### src/rtl/bcd_pkg.sv
// bcd_pkg: constants and FSM state encoding shared by the double-dabble
// binary-to-BCD converter and its nibble adjust cell.
package bcd_pkg;
  localparam int         NIB_W       = 4;
  localparam int         ADD3_THRESH = 5;
  localparam logic [3:0] BCD_NINE    = 4'h9;

  // FSM states
  localparam logic [0:0] IDLE  = 1'b0;
  localparam logic [0:0] SHIFT = 1'b1;
endpackage

### src/rtl/bcd_digit_adjust.sv
// bcd_digit_adjust: the "add 3" step of double dabble for one BCD digit.
// If the digit is 5 or more, 3 is added so that the following left shift
// carries correctly into the next digit.
//   nib_in  : current digit value
//   nib_out : adjusted digit value (combinational)
import bcd_pkg::*;

module bcd_digit_adjust (
  input  logic [NIB_W-1:0] nib_in,
  output logic [NIB_W-1:0] nib_out
);
  assign nib_out = (nib_in >= NIB_W'(ADD3_THRESH)) ? nib_in + NIB_W'(3) : nib_in;
endmodule

### src/rtl/bin2bcd_dd_n.sv
// bin2bcd_dd_n: sequential binary-to-BCD converter (shift-and-add-3).
// One bit of the binary input is consumed per clock; a conversion takes
// BIN_W cycles after the accepted start edge.
//   clk, reset_p : clock, asynchronous active-high reset
//   start        : request a conversion of bin_in (ignored while busy)
//   bin_in       : unsigned binary value, captured on an accepted start
//   busy         : conversion in progress
//   done         : one-cycle pulse when results are updated
//   bcd_out      : packed BCD, digit 0 (ones) in the low nibble
//   overflow     : last value did not fit in DIGITS digits (bcd_out = all 9s)
//   blank_mask   : bit i set when digit i is a suppressible leading zero
import bcd_pkg::*;

module bin2bcd_dd_n #(
  parameter int BIN_W  = 14,
  parameter int DIGITS = 4
) (
  input  logic                    clk,
  input  logic                    reset_p,
  input  logic                    start,
  input  logic [BIN_W-1:0]        bin_in,
  output logic                    busy,
  output logic                    done,
  output logic [NIB_W*DIGITS-1:0] bcd_out,
  output logic                    overflow,
  output logic [DIGITS-1:0]       blank_mask
);
  localparam int SCR_W = NIB_W * DIGITS;
  localparam int CNT_W = $clog2(BIN_W + 1);
  // Ones digit is never blanked, every higher digit blanked at reset.
  localparam logic [DIGITS-1:0] MASK_RST = {DIGITS{1'b1}} << 1;

  logic [0:0]       state;
  logic [CNT_W-1:0] cnt;
  logic [BIN_W-1:0] bin_sh, bin_nxt;
  logic [SCR_W-1:0] scr, adj, scr_nxt;
  logic             ovf, ovf_nxt;
  logic [SCR_W-1:0] res_bcd;
  logic [DIGITS-1:0] res_mask;
  logic             upper_zero;

  genvar g;
  generate
    for (g = 0; g < DIGITS; g++) begin : g_dig
      bcd_digit_adjust u_adj (
        .nib_in  (scr[g*NIB_W +: NIB_W]),
        .nib_out (adj[g*NIB_W +: NIB_W])
      );
    end
  endgenerate

  // One iteration: adjust, then shift {scratch, bin_sh} left by one.
  // The bit falling off the scratch MSB means the value no longer fits.
  assign scr_nxt = {adj[SCR_W-2:0], bin_sh[BIN_W-1]};
  assign bin_nxt = bin_sh << 1;
  assign ovf_nxt = ovf | adj[SCR_W-1];

  // Result of the final iteration, saturated, plus its leading-zero mask.
  always_comb begin
    res_bcd    = ovf_nxt ? {DIGITS{BCD_NINE}} : scr_nxt;
    res_mask   = '0;
    upper_zero = 1'b1;
    for (int i = DIGITS - 1; i >= 1; i--) begin
      upper_zero  = upper_zero & (res_bcd[i*NIB_W +: NIB_W] == '0);
      res_mask[i] = upper_zero & ~ovf_nxt;
    end
  end

  assign busy = (state == SHIFT);

  always_ff @(posedge clk or posedge reset_p) begin
    if (reset_p) begin
      state      <= IDLE;
      cnt        <= '0;
      bin_sh     <= '0;
      scr        <= '0;
      ovf        <= 1'b0;
      done       <= 1'b0;
      bcd_out    <= '0;
      overflow   <= 1'b0;
      blank_mask <= MASK_RST;
    end else begin
      done <= 1'b0;
      case (state)
        IDLE: begin
          if (start) begin
            bin_sh <= bin_in;
            scr    <= '0;
            ovf    <= 1'b0;
            cnt    <= CNT_W'(BIN_W);
            state  <= SHIFT;
          end
        end
        SHIFT: begin
          scr    <= scr_nxt;
          bin_sh <= bin_nxt;
          ovf    <= ovf_nxt;
          cnt    <= cnt - 1'b1;
          if (cnt == CNT_W'(1)) begin
            bcd_out    <= res_bcd;
            overflow   <= ovf_nxt;
            blank_mask <= res_mask;
            done       <= 1'b1;
            state      <= IDLE;
          end
        end
        default: state <= IDLE;
      endcase
    end
  end
endmodule

### config.mk
export PLATFORM = sky130hd
export DESIGN_NAME = bin2bcd_dd_n
export DESIGN_NICKNAME = d
export VERILOG_FILES = /design/src/rtl/bcd_pkg.sv /design/src/rtl/bcd_digit_adjust.sv /design/src/rtl/bin2bcd_dd_n.sv
export SDC_FILE = /design/constraint.sdc
export NUM_CORES = 1
export LEC_CHECK = 0
export CAP_MARGIN = 40
export CORE_ASPECT_RATIO = 0.6
export CORE_MARGIN = 5
export CORE_UTILIZATION = 42
export DETAILED_ROUTE_END_ITERATION = 10
export GPL_TIMING_DRIVEN = 0
export PLACE_DENSITY = 0.71
export SLEW_MARGIN = 0
export SYNTH_ARGS = -nofsm -noshare
export SYNTH_HDL_FRONTEND = slang
export SYNTH_SLANG_ARGS = --single-unit
### constraint.sdc
create_clock -name clk -period 1.9 [get_ports clk]
set_input_delay 0.38 -clock clk [delete_from_list [all_inputs] [get_ports clk]]
set_output_delay 0.38 -clock clk [all_outputs]
set_load 0.02 [all_outputs]
==> metrics.md <==
| Metric | Value |
|---|---|
| Worst flop-to-flop path startpoint | scr[4] |
| Largest cells by area after synthesis | dfrtp_1 (48%), mux2i_1 (8.6%), nand2_1 (5.5%) |
| First DRT Iteration DRCs | 75 |
| Max Cap Violations | 0 |
| CP max stage delay | 0.59 ns |
| Area leader, netlist | dfrtp_1 |
| R2R Path End | blank_mask[1] |
| Die H | 73.2 um |
| Post-Syn Area | 2800 um2 |
| Slowest-stage cell, CP | clkdlybuf4s50_1 |
| HPWL Detailed | 4750 um |
| Status | complete, no violations |
| Final Cycle Share | 97.2% |
| Count leader, synth | dfrtp_1 |
| Syn_area_per_cell | 10.1 um2 |
| Crit-path max FO | 2 |
| Non-filler cells, final | 426 |
| Total power divided by cell area | 1740 nW/um2 |
| Met1 Use GR | 23.7% |
| Worst-path clk slew | 0.07 ns |
| Die width | 115 um |
| Via density | 5.30 |
| Final nets | 361 |
| Worst vdd ir | 0.632 mV |
| FFs w/ async S/R, synth | 100% |
| Clock latency on the worst-skew pair | 0.34 ns |
| Worst path cell trace | clkdlybuf4s50_1 |
| Combinational share of power | 48.9% |
| Reg power frac | 34.4% |
| IO buf count | 37 |
| Post-DRT Antenna Nets | 0 |
| Worst Reg2Reg Path Length in Cells | 6 |
| RSZ-0062 raised after global routing | yes |
| Yosys cell types | 32 |
| Synth warnings | 0 |
| Synthesis-to-layout area growth | 30.4% |
| Final TNS setup | 0 ns |
| EDFF count, synth | 0 |
| #FFs+latches synth | 57 |
| Root Buffer | clkbuf_8 |
| First-pass GRT wire length | 11,100 um |
| Cts bufs inserted | 9 |
| NetSw | 2.61 mW |
| Largest net degree at the start of global routing | 36 |
| Final hold vios | 0 |
| Ys flop type | dfrtp_1 |
| Vias | 2,256 |
| WHS | 0.394 ns |
| Pre-CTS setup slack | -0.110 ns |
| Routability cong. | 0.859 |
| Final WS setup | 0.0528 ns |
| I/O pin total | 40 |
| CP endpoint kind | output pin |
| Worst path bufs/invs | 1 |
| Die area | 8440 um2 |
| Antenna Cells | 0 |
| Lkg Pwr | 1.62 nW |
| DRT Wirelength | 6940 um |
| # clock sinks | 57 |
| Fillcell total | 573 |
| Overflow after GRT | 0 |
| Seq/Total Area, Yosys | 51.2% |
| CP required | 1.52 ns |
| Stages on worst setup path | 1 |
| Synth top cells by count | dfrtp_1 (54), nand2_1 (41), o21ai_0 (26), mux2i_1 (24), a21oi_1 (16) |
| Sw Share | 41.1% |
| Fraction of layout cells with a size suffix above 1 | 16.2% |
| Fmax | 541 MHz |
| Setup Skew | 0.00683 ns |
| TritonCTS clock tree | built |
| Drt wl/cell | 16.3 um |
| Minimum clock period | 1.85 ns |
| Hold Crit Class | input port to async pin |
| Clk pwr share | 16.8% |
| Cells after DPL | 401 |
| Post-Syn Nets | 303 |
| Worst Tran Pin Value | 0.667 ns |
| Worst Setup SP | blank_mask[1] |
| H-tree depth | 3 |
| Post-synthesis cell count | 276 |
| Vias in the first global route | 2,216 |
| Delay-heaviest family, CP | buffers and inverters |
| Total internal power | 3.74 mW |
| Initial Util | 42.6% |
| Max-slew violations | 0 |
| Initial antenna violation count | 0 |
| Reg2reg setup slack | 0.07 ns |
| Met2 Resource Use GR | 26.5% |
| Worst setup SP type | register |
| CTS Buffer Depth | 2 |
| Setup violators final | 0 |
| Drt drc | 0 |
| Met3 Track Usage GR | 5.22% |
| Busiest grt layer | met2 |
| Worst EP arrival | 1.47 ns |
| Row count | 23 |
| Total GRT Usage | 17.5% |
| DR pass1 iterations | 4 |
| Core Area | 6560 um2 |
| Type of the worst setup path | register to output pin |
| Slew HR | 55.5% |
| Critical path endpoint | blank_mask[1] |
| Yosys top cell area share | 48.3% |
## routing by layer
metal / part of all wire, % / vias to the layer above
li1: - / 1067
met1: 47 / 1111
met2: 45 / 65
met3: 6.1 / 13
met4: 1.5 / 0
met5: 0 / -
## area by class of cell
cell class              instances  area (um2)  area share, %
multi-input cells             191        1340           36.8
well taps                      87         109           2.99
repair buffers                 47         458           12.6
inverters                      14        52.6           1.44
flip-flops and latches         57        1430           39.3
clock buffers                  13         169           4.63
plain buffers                  14        67.6           1.85
clock inverters                 3        15.0          0.412
## power by group through the flow
stage	Clock, mW	Sequential [mW]	Combinational (mW)
after global placement	0	2.14	2.64
after global routing	1.14	2.24	3.42
after detailed placement	0	2.16	2.74
after CTS	1.09	2.15	2.81
final	1.06	2.18	3.10
after floorplan	0	2.29	1.68
## how the worst min path moves through the flow
| stage | from | endpoint | slack (ns) | cells after the start |
|---|---|---|---|---|
| 2_1_floorplan | bin_sh[0] | bin_sh[1] | 0.45 | 2 |
| 3_3_place_gp | bcd_out[4] | bcd_out[4] | 0.45 | 2 |
| 3_5_place_dp | blank_mask[3] | blank_mask[3] | 0.47 | 2 |
| 4_1_cts | reset_p | bin_sh[9] | 0.39 | 2 |
| 5_1_grt | reset_p | bin_sh[11] | 0.43 | 2 |
| 6_report | reset_p | bin_sh[7] | 0.39 | 2 |
## what timing repair did
action                                  CTS  global route
hold buffers                              0             0
endpoints found under the hold margin     0             0
gates cloned                              0             1
gates resized for setup                   3            23
pin swaps                                 4             6
endpoints found under the setup margin    5            16
setup buffers                             3             5
## registers in the layout, indices dropped and copies added, names as in the netlist
| register | flops |
|---|---|
| cnt | 4 |
| busy | 1 |
| done | 1 |
| bcd_out | 16 |
| ovf | 1 |
| blank_mask | 3 |
| scr | 16 |
| overflow | 1 |
| bin_sh | 14 |
## layout by cell type (no fill, tap or decap), types with 2 or more instances in the layout
master	count
inv_1	9
nor3_1	5
ha_1	7
dfrtp_1	52
nand3_1	3
clkdlybuf4s50_1	37
dfstp_2	3
nor3b_1	8
a21o_1	3
xnor2_1	6
a31oi_1	3
buf_2	3
nand2b_4	2
o31ai_1	6
mux2i_1	23
clkbuf_1	9
clkinv_2	3
a22o_1	7
ha_2	2
a21oi_4	2
dfrtp_2	2
nor2_1	13
nand2_1	41
a21oi_1	13
clkbuf_8	12
a211o_1	2
inv_2	5
o21ai_0	26
nand2b_1	6
buf_4	10
## logic make-up after synthesis
group | synth area share [%]
xor gates and xnor gates | 1.88
AOI/OAI and AO/OA | 15.5
other | 0.134
buffers and inverters | 4.16
muxes | 8.59
adders and majority gates | 4.48
and+or+nand+nor | 14.1
DFF | 51.2
## through the flow
stage | utilization (%) | total power, mW | instance area, um2
floorplan | - | 3.97 | 2800
global placement | 49.9 | 4.79 | 3270
detailed placement | 50.2 | 4.90 | 3290
CTS | 53.4 | 6.04 | 3510
global route | 55.6 | 6.80 | 3650
finish | 55.6 | 6.34 | 3650
(Power assumes the default switching activity.)
